--- src/rtl/regfile_wb_sequencer.sv ---
// Writeback sequencer: queues ALU/load results and issues register-file writes
// as an address/data setup cycle followed by a one-cycle strobe.
module regfile_wb_sequencer #(
   parameter int unsigned DEPTH = 4,
   parameter int unsigned PTR_W = 2
) (
   input  logic        clk,
   input  logic        rst_n,
   input  logic        alu_valid,
   input  logic [3:0]  alu_dest,
   input  logic [31:0] alu_data,
   output logic        alu_ready,
   input  logic        mem_valid,
   input  logic [3:0]  mem_dest,
   input  logic [31:0] mem_data,
   output logic        mem_ready,
   output logic        write,
   output logic [3:0]  dest_add,
   output logic [31:0] data_write,
   output logic        write_pc,
   output logic [31:0] pc_next,
   input  logic [3:0]  query_add,
   output logic        query_pending,
   output logic        busy
);

   localparam int unsigned CNT_W  = PTR_W + 1;
   localparam int unsigned REG_W  = 4;
   localparam int unsigned DATA_W = 32;
   localparam logic [REG_W-1:0] PC_REG = REG_W'(15);

   typedef struct packed {
      logic [REG_W-1:0]  dest;
      logic [DATA_W-1:0] data;
   } wb_entry_t;

   typedef enum logic [1:0] {
      IDLE   = 2'd0,
      SETUP  = 2'd1,
      STROBE = 2'd2
   } state_t;

   state_t            state, state_next;
   wb_entry_t         queue [DEPTH];
   wb_entry_t         hold, hold_next, push_entry;
   logic [PTR_W-1:0]  rd_ptr, wr_ptr, offset;
   logic [CNT_W-1:0]  count, count_next;
   logic              push, pop, not_full;
   logic              write_next, write_pc_next, busy_next;
   logic [REG_W-1:0]  dest_add_next;
   logic [DATA_W-1:0] data_write_next, pc_next_next;

   // Load path wins; space is judged on the registered count only (no bypass).
   assign not_full  = count < CNT_W'(DEPTH);
   assign mem_ready = mem_valid && not_full;
   assign alu_ready = alu_valid && !mem_valid && not_full;
   assign push      = mem_ready || alu_ready;

   always_comb begin
      push_entry = '{dest: alu_dest, data: alu_data};
      if (mem_valid) begin
         push_entry = '{dest: mem_dest, data: mem_data};
      end
   end

   always_ff @(posedge clk) begin
      if (push) begin
         queue[wr_ptr] <= push_entry;
      end
   end

   always_ff @(posedge clk or negedge rst_n) begin
      if (!rst_n) begin
         rd_ptr <= '0;
         wr_ptr <= '0;
         count  <= '0;
      end else begin
         if (push) begin
            wr_ptr <= wr_ptr + PTR_W'(1);
         end
         if (pop) begin
            rd_ptr <= rd_ptr + PTR_W'(1);
         end
         count <= count_next;
      end
   end

   assign count_next = count + CNT_W'(push) - CNT_W'(pop);

   // State and registered output update.
   always_ff @(posedge clk or negedge rst_n) begin
      if (!rst_n) begin
         state      <= IDLE;
         hold       <= '0;
         write      <= 1'b0;
         write_pc   <= 1'b0;
         dest_add   <= '0;
         data_write <= '0;
         pc_next    <= '0;
         busy       <= 1'b0;
      end else begin
         state      <= state_next;
         hold       <= hold_next;
         write      <= write_next;
         write_pc   <= write_pc_next;
         dest_add   <= dest_add_next;
         data_write <= data_write_next;
         pc_next    <= pc_next_next;
         busy       <= busy_next;
      end
   end

   // Outputs lag the state by one edge: SETUP launches address/data, STROBE the strobe.
   always_comb begin
      state_next      = state;
      hold_next       = hold;
      pop             = 1'b0;
      write_next      = 1'b0;
      write_pc_next   = 1'b0;
      dest_add_next   = dest_add;
      data_write_next = data_write;
      pc_next_next    = pc_next;
      case (state)
         IDLE: begin
            if (count != '0) begin
               pop        = 1'b1;
               hold_next  = queue[rd_ptr];
               state_next = SETUP;
            end
         end
         SETUP: begin
            if (hold.dest != PC_REG) begin
               dest_add_next   = hold.dest;
               data_write_next = hold.data;
            end else begin
               pc_next_next = hold.data;
            end
            state_next = STROBE;
         end
         STROBE: begin
            if (hold.dest == PC_REG) begin
               write_pc_next = 1'b1;
            end else begin
               write_next = 1'b1;
            end
            if (count != '0) begin
               pop        = 1'b1;
               hold_next  = queue[rd_ptr];
               state_next = SETUP;
            end else begin
               state_next = IDLE;
            end
         end
         default: begin
            state_next = IDLE;
         end
      endcase
   end

   assign busy_next = (count_next != '0) || (state_next != IDLE);

   // RAW hazard: any live queue slot or the in-flight hold entry targeting query_add.
   always_comb begin
      query_pending = 1'b0;
      offset        = '0;
      if ((state != IDLE) && (hold.dest == query_add)) begin
         query_pending = 1'b1;
      end
      for (int unsigned i = 0; i < DEPTH; i++) begin
         offset = PTR_W'(i) - rd_ptr;
         if ((CNT_W'(offset) < count) && (queue[i].dest == query_add)) begin
            query_pending = 1'b1;
         end
      end
   end

endmodule
--- config.mk ---
export PLATFORM = sky130hd
export DESIGN_NAME = regfile_wb_sequencer
export DESIGN_NICKNAME = d
export VERILOG_FILES = /design/src/rtl/regfile_wb_sequencer.sv
export SDC_FILE = /design/constraint.sdc
export NUM_CORES = 1
export LEC_CHECK = 0
export CORE_MARGIN = 8
export CORE_UTILIZATION = 40
export CTS_CLUSTER_DIAMETER = 200
export CTS_CLUSTER_SIZE = 12
export DETAILED_ROUTE_END_ITERATION = 7
export GPL_TIMING_DRIVEN = 0
export PLACE_DENSITY = 0.61
export SLEW_MARGIN = 20
export SYNTH_ARGS = -nofsm -noshare
export SYNTH_HDL_FRONTEND = slang
export SYNTH_SLANG_ARGS = --single-unit
--- constraint.sdc ---
create_clock -name clk -period 7.3 [get_ports clk]
set_input_delay 1.095 -clock clk [delete_from_list [all_inputs] [get_ports clk]]
set_output_delay 1.095 -clock clk [all_outputs]
set_load 0.05 [all_outputs]
==> results.sh <==
export IMPL_cp_num_buf_inv=2
export IMPL_nets=891
export IMPL_synth_flop_cell="edfxtp_1"
export IMPL_finalCritPeriodShare_pct=58.9
export IMPL_ys_seq_elements=260
export IMPL_syn_area_um2=10600
export IMPL_max_slew_margin_pct=50.5
export IMPL_regToRegSetupSlack_ps=4580
export IMPL_path_max_fanout=10
export IMPL_finalSetupViolCount=0
export IMPL_cpPeakStageDelay_ps=820
export IMPL_cts_max_level=1
export IMPL_arrival_ps=3210
export IMPL_p_leak_nw=5.21
export IMPL_wl_per_cell_um=21.1
export IMPL_cpMaxStageDelayCell="clkdlybuf4s50_1"
export IMPL_cts_made_buffers=25
export IMPL_grtUsageTotal_pct=15.2
export IMPL_synthesis_nets=711
export IMPL_final_hold_viol_count=0
export IMPL_timing_final_crit_period_ps=4300
export IMPL_postRouteAntennaNets=0
export IMPL_placed_cell_area_um2=12600
export IMPL_die_area_um2=32000
export IMPL_grt_max_degree=61
export IMPL_startpoint_type="flip-flop"
export IMPL_netlist_instances=620
export IMPL_port_buffers=148
export IMPL_final_layout_size_suffix_gt1_share_pct=24.4
export IMPL_wl_um=24400
export IMPL_drc=0
export IMPL_cp_required_ps=6200
export IMPL_critPathTopFamily="buffers and inverters"
export IMPL_syn_to_final_growth_pct=25.9
export IMPL_post_cts_buffers=0
export IMPL_drtPass1Iterations=6
export IMPL_yosysSeqAreaShare_pct=68.0
export IMPL_place_gp_congestion=0.767
export IMPL_async_reset_ff_share_pct=44.6
export IMPL_total_power_mw=6.32
export IMPL_avgSynthCellArea_um2=17.1
export IMPL_p_per_area_nw_per_um2=473
export IMPL_gr_total_overflow=0
export IMPL_critPathKind="reg2out"
export IMPL_cp_end_kind="output pin"
export IMPL_antenna_found_initial=0
export IMPL_rows=59
export IMPL_die_w_um=179
export IMPL_crit_chain="clkbuf_1, xor2_1, ha_1, a21oi_1, o21ai_0, and3_1, nand3_1, clkdlybuf4s50_1"
export IMPL_postCtsHoldBufs=0
export IMPL_worst_slew_pin_slew_ps=743
export IMPL_final_setup_tns_ps=0
export IMPL_synth_edf_count=144
export IMPL_hpwlAfterDp_um=16800
export IMPL_grt_pass1_wl_um=36800
export IMPL_ys_warnings_count=0
export IMPL_grt_pass1_vias=6426
export IMPL_start_util_pct=40.8
export IMPL_clock_path_buffers=3
export IMPL_drtIter0Drc=328
export IMPL_finalMaxSlewViolations=0
export IMPL_insertion_delay_ps=520
export IMPL_cts_root_buffer="clkbuf_16"
export IMPL_design_area_um2=13400
export IMPL_clkTransAtPathRegs_ps=60
export IMPL_via_count=5752
export IMPL_yosysUniqueCellTypes=35
export IMPL_hp_class="reg2reg"
export IMPL_skew_ps=15.9
export IMPL_status="finished clean"
export IMPL_rsz0062_at_grt="false"
export IMPL_core_area_um2=26100
export IMPL_maxCapViolCount=0
export IMPL_cts_sinks=260
export IMPL_timing_fmax_mhz=232
export IMPL_avgViaCountPerCell=4.98
export IMPL_cts_tree="built"
export IMPL_ctsResizeCount=0
export IMPL_diodes=0
export IMPL_die_h_um=179
export IMPL_pin_count=154
export IMPL_ir_drop_v=0.000276
[final cells by class]
class                           instances  area, um^2
Sequential cell                       260        7230
Clock buffer                           44         697
Tap cell                              335         419
Buffer                                 32         239
Inverter                                9        33.8
Timing Repair Buffer                  153        1590
Fill cell                            2172       12700
Multi-Input combinational cell        319        3130
Clock inverter                          2        38.8
[synthesized netlist by cell type (all sizes together), types with 2 or more instances]
master / instances / area (um^2)
mux2: 104 / 1300
and2: 5 / 31.3
mux4: 36 / 811
nand2: 100 / 375
inv: 9 / 33.8
edfxtp: 144 / 4320
clkbuf: 10 / 37.5
xor2: 22 / 193
nor2: 6 / 25.0
o21ai: 6 / 30.0
o22a: 4 / 35.0
nor3b: 2 / 15.0
dfrtp: 116 / 2900
nor3: 2 / 21.3
nor4: 5 / 31.3
a21oi: 4 / 20.0
ha: 10 / 125
buf: 22 / 200
xnor2: 4 / 35.0
nand2b: 2 / 12.5
[logic make-up (layout without fill, tap and decap cells)]
kind of cell,Yosys count,after routing,synth area share [%]
compound gates,15,15,0.872
xor+xnor,26,26,2.14
fa+ha+maj,11,11,1.37
buf+inv,41,240,2.56
flops,260,260,68.0
mux,140,140,19.9
simple gates,127,127,5.12
[path summary, 6_finish.rpt]
| kind | from | endpoint | cells past startpoint |
|---|---|---|---|
| hold reg to reg | data_write[5]$_DFFE_PN0P_ | data_write[5]$_DFFE_PN0P_ | 2 |
| setup reg to reg | count[2]$_DFF_PN0_ | busy$_DFF_PN0_ | 11 |
| max in group asynchronous | rst_n | data_write[6]$_DFFE_PN0P_ | 2 |
| setup / recovery | rd_ptr[1]$_DFFE_PN0P_ | query_pending | 8 |
| hold / removal | data_write[5]$_DFFE_PN0P_ | data_write[5]$_DFFE_PN0P_ | 2 |
| min in group asynchronous | rst_n | data_write[29]$_DFFE_PN0P_ | 1 |
[power breakdown]
group          total [mW]  internal [mW]  leakage (nW)  switching [mW]
logic                2.78           1.20          2.14            1.58
clock network        1.19          0.679         0.349           0.509
registers            2.35           2.07          2.72           0.280
total                6.32           3.95          5.21            2.37
[layer usage]
| metal | vias to the layer above | share of wire, % | global-route usage [%] |
|---|---|---|---|
| li1 | 2624 | - | - |
| met1 | 2945 | 40 | 18.4 |
| met2 | 146 | 52 | 27.1 |
| met3 | 37 | 5.6 | 2.53 |
| met4 | 0 | 2.5 | 4.68 |
| met5 | - | 0 | 0 |
[through the flow]
stage	setup slack, ps	utilization (%)	instances	hold slack [ps]
after global routing	2800	51.3	1154	504
after detailed placement	3100	48.5	1108	472
after CTS	2910	51.3	1154	487
final	3000	51.3	1154	478
after global placement	564	48.1	1103	456
after floorplan	3580	-	620	453
[sequential cells by signal (all words and copies together) (netlist names), 2 cells and up]
| name | count |
|---|---|
| queue | 144 |
| state | 2 |
| count | 3 |
| data_write | 32 |
| rd_ptr | 2 |
| pc_next | 32 |
| wr_ptr | 2 |
| hold | 36 |
| dest_add | 4 |
[placed cells by master (no fill, tap or decap), types with 2 or more instances in the layout]
cell type and instances:
nand2_1 100, buf_2 7, ha_1 10, mux4_2 36, buf_4 6, xor2_1 22
clkbuf_16 25, xnor2_1 4, nand2b_1 2, o21ai_0 6, and2_2 4, mux2_4 35
inv_1 9, clkdlybuf4s50_1 147, o22a_1 4, buf_12 7, dfrtp_1 116, clkbuf_1 28
mux2_2 68, nor4_1 5, a21oi_1 4, buf_6 6, nor2_1 5, edfxtp_1 144
nor3b_1 2
[tightest hold or removal path: stages, from the launching register on]
cell and delay, ps:
dfrtp_1 340, nand2_1 50, nand2_1 60
Note: power is estimated with default switching activity, not from simulation.
